===== config.mk =====
export PLATFORM = sky130hd
export DESIGN_NAME = link_master_fsm
export DESIGN_NICKNAME = d
export VERILOG_FILES = /design/src/rtl/link_master_fsm.sv
export SDC_FILE = /design/constraint.sdc
export NUM_CORES = 1
export LEC_CHECK = 0
export CAP_MARGIN = 20
export CORE_MARGIN = 3
export CORE_UTILIZATION = 30
export DETAILED_ROUTE_END_ITERATION = 12
export GPL_ROUTABILITY_DRIVEN = 1
export PLACE_DENSITY_LB_ADDON = 0.05
export REMOVE_ABC_BUFFERS = 1
export SLEW_MARGIN = 20
export SYNTH_ARGS = -nofsm -noshare
export SYNTH_HDL_FRONTEND = slang
export SYNTH_SLANG_ARGS = --single-unit

===== constraint.sdc =====
create_clock -name clk -period 2.5 [get_ports clk]
set_input_delay 0.5 -clock clk [delete_from_list [all_inputs] [get_ports clk]]
set_output_delay 0.5 -clock clk [all_outputs]
set_load 0.01 [all_outputs]

===== src/rtl/link_master_fsm.sv =====
// Initiator side of the req/ack byte link: fetches bytes from a valid/ready source and sends
// each with a four-phase handshake. Optional ack timeout enabled by defining LINK_ACK_TIMEOUT_EN.
module link_master_fsm #(
    parameter int BURST_LEN = 4,
    parameter int TIMEOUT   = 16
) (
    input  logic       clk,
    input  logic       rst,
    input  logic       start,
    input  logic       tx_valid,
    input  logic [7:0] tx_data,
    output logic       tx_ready,
    input  logic       ack,
    output logic       req,
    output logic [7:0] data_out,
    output logic       busy,
    output logic       done,
    output logic [7:0] sent_cnt,
    output logic       err,
    output logic [1:0] state_dbg
);

    // Handshakes: a source byte moves when tx_valid && tx_ready at a rising edge; a link byte is
    // offered while req is high and is complete once ack has been seen high and then low again.

    typedef enum logic [1:0] {
        IDLE         = 2'd0,
        FETCH        = 2'd1,
        REQ          = 2'd2,
        WAIT_ACK_LOW = 2'd3
    } state_t;

    localparam logic [7:0] LAST_IDX = 8'(BURST_LEN - 1);

    if ((BURST_LEN < 1) || (BURST_LEN > 255) || (TIMEOUT < 1)) begin : g_bad_param
        $error("link_master_fsm: BURST_LEN must be 1..255 and TIMEOUT at least 1");
    end

    state_t     state;
    state_t     state_nx;
    logic [7:0] data_q;
    logic [7:0] cnt_q;
    logic [7:0] cnt_nx;
    logic       done_q;
    logic       done_nx;
    logic       load_data;
    logic       req_timeout;

`ifdef LINK_ACK_TIMEOUT_EN
    localparam int TW = $clog2(TIMEOUT + 1);
    localparam logic [TW-1:0] TO_LAST = TW'(TIMEOUT - 1);

    logic [TW-1:0] to_cnt;
    logic          err_q;

    assign req_timeout = (state == REQ) && !ack && (to_cnt == TO_LAST);

    // Restarts on every entry to REQ so each byte gets the full TIMEOUT window.
    always_ff @(posedge clk or negedge rst) begin
        if (!rst) begin
            to_cnt <= '0;
            err_q  <= 1'b0;
        end else begin
            err_q <= req_timeout;
            if (load_data) begin
                to_cnt <= '0;
            end else if (state == REQ) begin
                to_cnt <= to_cnt + 1'b1;
            end
        end
    end

    assign err = err_q;
`else
    assign req_timeout = 1'b0;
    assign err         = 1'b0;
`endif

    always_comb begin
        state_nx  = state;
        cnt_nx    = cnt_q;
        done_nx   = 1'b0;
        load_data = 1'b0;
        case (state)
            IDLE: begin
                if (start) begin
                    state_nx = FETCH;
                    cnt_nx   = 8'd0;
                end
            end
            FETCH: begin
                if (tx_valid) begin
                    load_data = 1'b1;
                    state_nx  = REQ;
                end
            end
            REQ: begin
                if (ack) begin
                    state_nx = WAIT_ACK_LOW;
                end else if (req_timeout) begin
                    state_nx = IDLE;
                end
            end
            WAIT_ACK_LOW: begin
                if (!ack) begin
                    cnt_nx = cnt_q + 8'd1;
                    if (cnt_q == LAST_IDX) begin
                        state_nx = IDLE;
                        done_nx  = 1'b1;
                    end else begin
                        state_nx = FETCH;
                    end
                end
            end
            default: state_nx = IDLE;
        endcase
    end

    always_ff @(posedge clk or negedge rst) begin
        if (!rst) begin
            state  <= IDLE;
            data_q <= 8'd0;
            cnt_q  <= 8'd0;
            done_q <= 1'b0;
        end else begin
            state  <= state_nx;
            cnt_q  <= cnt_nx;
            done_q <= done_nx;
            if (load_data) begin
                data_q <= tx_data;
            end
        end
    end

    // Link-side outputs come from registers only, so reset drops req without a clock edge.
    assign req       = (state == REQ);
    assign tx_ready  = (state == FETCH);
    assign busy      = (state != IDLE);
    assign done      = done_q;
    assign data_out  = data_q;
    assign sent_cnt  = cnt_q;
    assign state_dbg = state;

endmodule


# Yosys cells after proc, flatten, opt, wreduce, memory -nomap -nowiden
# Index checks and enable logic that the tools add are counted.
[classes]
addsub = 1
multipliers = 0
div = 0
order_cmp = 0
n_eq_ne = 8
n_shift = 0
muxes = 14
bitwise_logic = 0
n_reduce_logical = 5
[ops]
columns = ["operator", "count"]
rows = [
  ["8-bit two-way mux", 2],
  ["8-bit one-hot mux with 2 select lines", 1],
  ["8-bit by 1-bit adder with 8-bit output, second input constant", 1],
  ["8-bit by 2-bit equality test with 1-bit output, second input constant", 1],
  ["2-bit two-way mux", 4],
  ["2-bit != test, second input constant", 4],
  ["2-bit one-hot mux with 4 select lines", 1],
  ["1-bit two-way mux", 6],
  ["2-bit equality test, second input constant", 2],
  ["4-bit AND reduction", 1],
  ["2-bit nonzero test", 2],
  ["3-bit AND reduction", 1],
  ["2-bit by 1-bit equality test with 1-bit output, second input constant", 1],
  ["2-bit logical NOT", 1],
]
[totals]
reg_bits = 19
latchBits = 0
ramBits = 0
mem_bits_ro = 0
in_bits = 13
out_inout_bits = 23
word_cells = 32
n_memories = 0

# Depth between registers and ports, before layout
[logic_depth]
word_depth = 4
ltp_mapped = 7
depth_no_buf = 6

# Least setup slack after synthesis
# OpenSTA, ideal clock, no wires.
[synth_timing]
path_kind = "reg2reg"
startpoint = "register state[0], in the netlist state_dbg[0]"
endpoint = "register state[0], in the netlist state_dbg[0]"
setup_ns = 0.130
arrival_ns = 2.000
required_time_ns = 2.370
path_slack_ns = 0.370
stages_incl_launch_ff = 8
n_path_buf = 1
synth_period_minus_slack_ns = 2.130
path_cell_list = "dfrtp_1 -> inv_1 -> ha_1 -> nor2b_4 -> buf_6 -> or4_4 -> a2111oi_4 -> a21oi_2"
[synth_via]
elab_chain_len = 3
word_cells_on_any_way = 10
classes_between = "eq/ne (7); mux (1); reduce/logical (2)"
[synth_rtl]
columns = ["item", "line", "source"]
rows = [
  ["start: declaration", "39", "state_t state;"],
  ["start signal: assignment", "126", "state <= state_nx;"],
  ["2-bit equality test (tied with other cells)", "84", "case (state)"],
  ["2-bit != test (no line)", "--", ""],
  ["4-bit AND reduction (no line)", "--", ""],
]
# Several ways; a longest one is shown, not always the timed one.
# A chain may end at the register's enable or synchronous reset.

# Worst setup path after layout
[layout_timing]
startpoint = "register state[0], in the netlist state_dbg[0]"
endpoint = "output busy"
[layout_via]
elab_chain_len = 1
[layout_rtl]
columns = ["item", "line", "source"]
rows = [
  ["2-bit nonzero test", "138", "assign busy = (state != IDLE);"],
  ["end: declaration", "16", "output logic busy,"],
]
# No other way between the ends.

==> results.md <==
- Post-synth EDFFs: 0
- Fin crit period: 2304 ps
- Hold Path Class: in2async
- Via Count: 869
- Most used DFF post-synth: dfrtp_1
- Startpoint types: flip-flop
- Max-slew headroom: 61.47%
- Detailed Place HPWL: 1829 um
- Routed Antenna Nets: 0
- Routed WL: 2371 um
- Final Core Density: 43.92%
- Count leader, synth: dfrtp_1
- Yosys reg bits: 19
- Fin cells: 184
- Clock Latency Late Sink: 290 ps
- Die width: 66.31 um
- PD cells: 1000 nW/um^2
- Cell variety after synth: 34
- Sequential fraction of the synthesis area: 43.58%
- Fin crit share: 92.15%
- First-pass GRT wire length: 4002 um
- Grt total ovfl: 0
- Worst Skew: 7.289 ps
- R2R Path Start: state_dbg[0]$_DFFE_PN0P_
- Area leader, netlist: dfrtp_1
- Final Max Slew Viols: 0
- Outcome: complete, no violations
- CTS Buffer Depth: 2
- GPL Wtd Cong: 0.7648
- Placed Cells: 180
- Critical path class: reg2out
- Pre-CTS WS: 194.8 ps
- PortBufs: 34
- Async S/R FF share, synth: 100.0%
- All-Layer GR Usage: 12.00%
- Nets@finish: 158
- Reg-to-reg endpoint: state_dbg[0]$_DFFE_PN0P_
- Critical Path Fanout Max: 6
- Initial antenna violation count: 0
- Initial core utilization: 31.94%
- DRT iter0 DRCs: 19
- CTS tree: done
- Routed WL per cell: 12.89 um
- Setup slack after layout: 196.3 ps
- Reg2Reg Depth: 6
- Aggregate negative setup slack: 0 ps
- DR DRC count: 0
- Clk root buf: clkbuf_4
- Number of global-route vias before repair: 849
- Worst-path clk slew: 110 ps
- Clock sinks: 19
- Count of final hold-check violations: 0
- Synth Warn #: 0
- Reg2Reg Setup Slack: 410 ps
- Worst Setup End Kind: primary output
- Die ar.: 4396 um^2
- Via density per instance: 4.723
- Post-CTS Setup Bufs: 0
- Leakage: 0.5944 nW
- Chip height: 66.31 um
- # H-tree levels: 1
- Synth top cells by count: dfrtp_1, mux2_2, nand2_1, a21oi_1
- Cell Rows: 21
- Area share of the largest cell type after synthesis: 43.58%
- Max_cap viols: 0
- RSZ-0062 raised after global routing: false
- Largest cells by area after synthesis: dfrtp_1, mux2_2, ha_1, a21oi_1, nor3_1
- Worst Tran Pin Value: 573.5 ps
- Largest net degree at the start of global routing: 20
- CTS Buf Count: 3
- Cells after Synth: 103
- Crit path required time: 2000 ps
- Floorplan core area: 3416 um^2
- Netlist Area Pre-Place: 1091 um^2
- Final setup vio count: 0
- Peak Freq: 0.4341 GHz
- Initial DRT Pass Iterations: 3
- Max VDD drop: 536.9 uV
- Crit path arrival time: 1800 ps
- IO Pins: 36
- Share of layout cells above drive strength 1: 15.22%
- P&R area growth vs syn: 37.50%
- FILL cells: 351
- ANT cells: 0
- Avg Cell Area, Syn: 10.59 um^2
## critical path, cell delays in order (launching register included)
cell and delay, ps:
dfrtp_1 440, inv_1 210, ha_2 290, inv_1 90
clkdlybuf4s50_1 480
## state kept, by name, summed over array words and instances, names as in the netlist
register,count
data_out,8
sent_cnt,8
state_dbg,2
done,1
## placed cells by master, fill, tap and decap left out, types with 2 or more instances in the layout
cell type,instances
mux2_2,9
nor4_1,3
nor3_1,6
nand2b_1,2
buf_4,2
nand3b_1,2
o221ai_1,2
clkbuf_4,3
clkdlybuf4s50_1,34
nor2b_1,2
nand3_1,2
dfrtp_1,19
nor4b_1,2
nor2_1,4
or3_1,2
a21oi_1,7
ha_1,5
inv_1,5
nand2_1,8
xnor2_1,3
## power breakdown
part / internal (mW) / total, mW / switching (mW)
Combinational: 0.470 / 0.844 / 0.373
Sequential: 0.411 / 0.504 / 0.0926
Clock: 0.0595 / 0.153 / 0.0936
Total: 0.941 / 1.50 / 0.560
## through the flow
stage                     hold slack (ps)  total power [mW]  instance area, um^2
final                               516.1             1.501                 1500
after global placement              486.2             1.359                 1470
after floorplan                     204.4            0.9908                 1057
after global routing                523.8             1.633                 1500
after detailed placement            497.3             1.366                 1470
after CTS                           516.4             1.527                 1498
## layer usage
layer  up-vias  global-route usage (%)  wire [um]
met5         -                       0          0
met4         0                   3.046         18
met3         2                   4.082        135
met2        21                   17.97       1076
met1       408                   16.42       1140
li1        438                       -          -
## final cells by class
cell class | count | area (um^2) | area share (%)
clock buffers | 3 | 22.52 | 1.501
clock inverters | 1 | 5.005 | 0.3336
inverters | 5 | 18.77 | 1.251
multi-input cells | 74 | 565.5 | 37.70
flip-flops and latches | 19 | 475.5 | 31.69
well taps | 46 | 57.56 | 3.837
repair buffers | 36 | 355.3 | 23.69
## worst max path at each step
stage | startpoint | end | slack (ps) | cells past startpoint
after floorplan | state_dbg[0]$_DFFE_PN0P_ | state_dbg[0]$_DFFE_PN0P_ | 460 | 6
after CTS | state_dbg[0]$_DFFE_PN0P_ | busy | 90 | 4
after global routing | state_dbg[0]$_DFFE_PN0P_ | busy | 70 | 4
after global placement | start | state_dbg[0]$_DFFE_PN0P_ | 230 | 5
after detailed placement | start | state_dbg[0]$_DFFE_PN0P_ | 190 | 5
final | state_dbg[0]$_DFFE_PN0P_ | busy | 200 | 4
## cells by family after synthesis
logic type	count (synthesis)	synth area share, %
other	1	0.3437
adder cells (fa/ha/maj)	6	6.881
multiplexers	9	9.289
AO/OA/AOI/OAI	16	11.58
XOR/XNOR	3	2.409
buffers and inverters	10	4.816
flip-flops	19	43.58
AND/OR/NAND/NOR	39	21.10
## what timing repair did
action | 4_1_cts | 5_1_grt
hold endpoints to repair | 0 | 0
hold buffers | 0 | 0
resized for setup | 0 | 1
setup endpoints to repair | 0 | 1
Note: power is estimated with default switching activity, not from simulation.
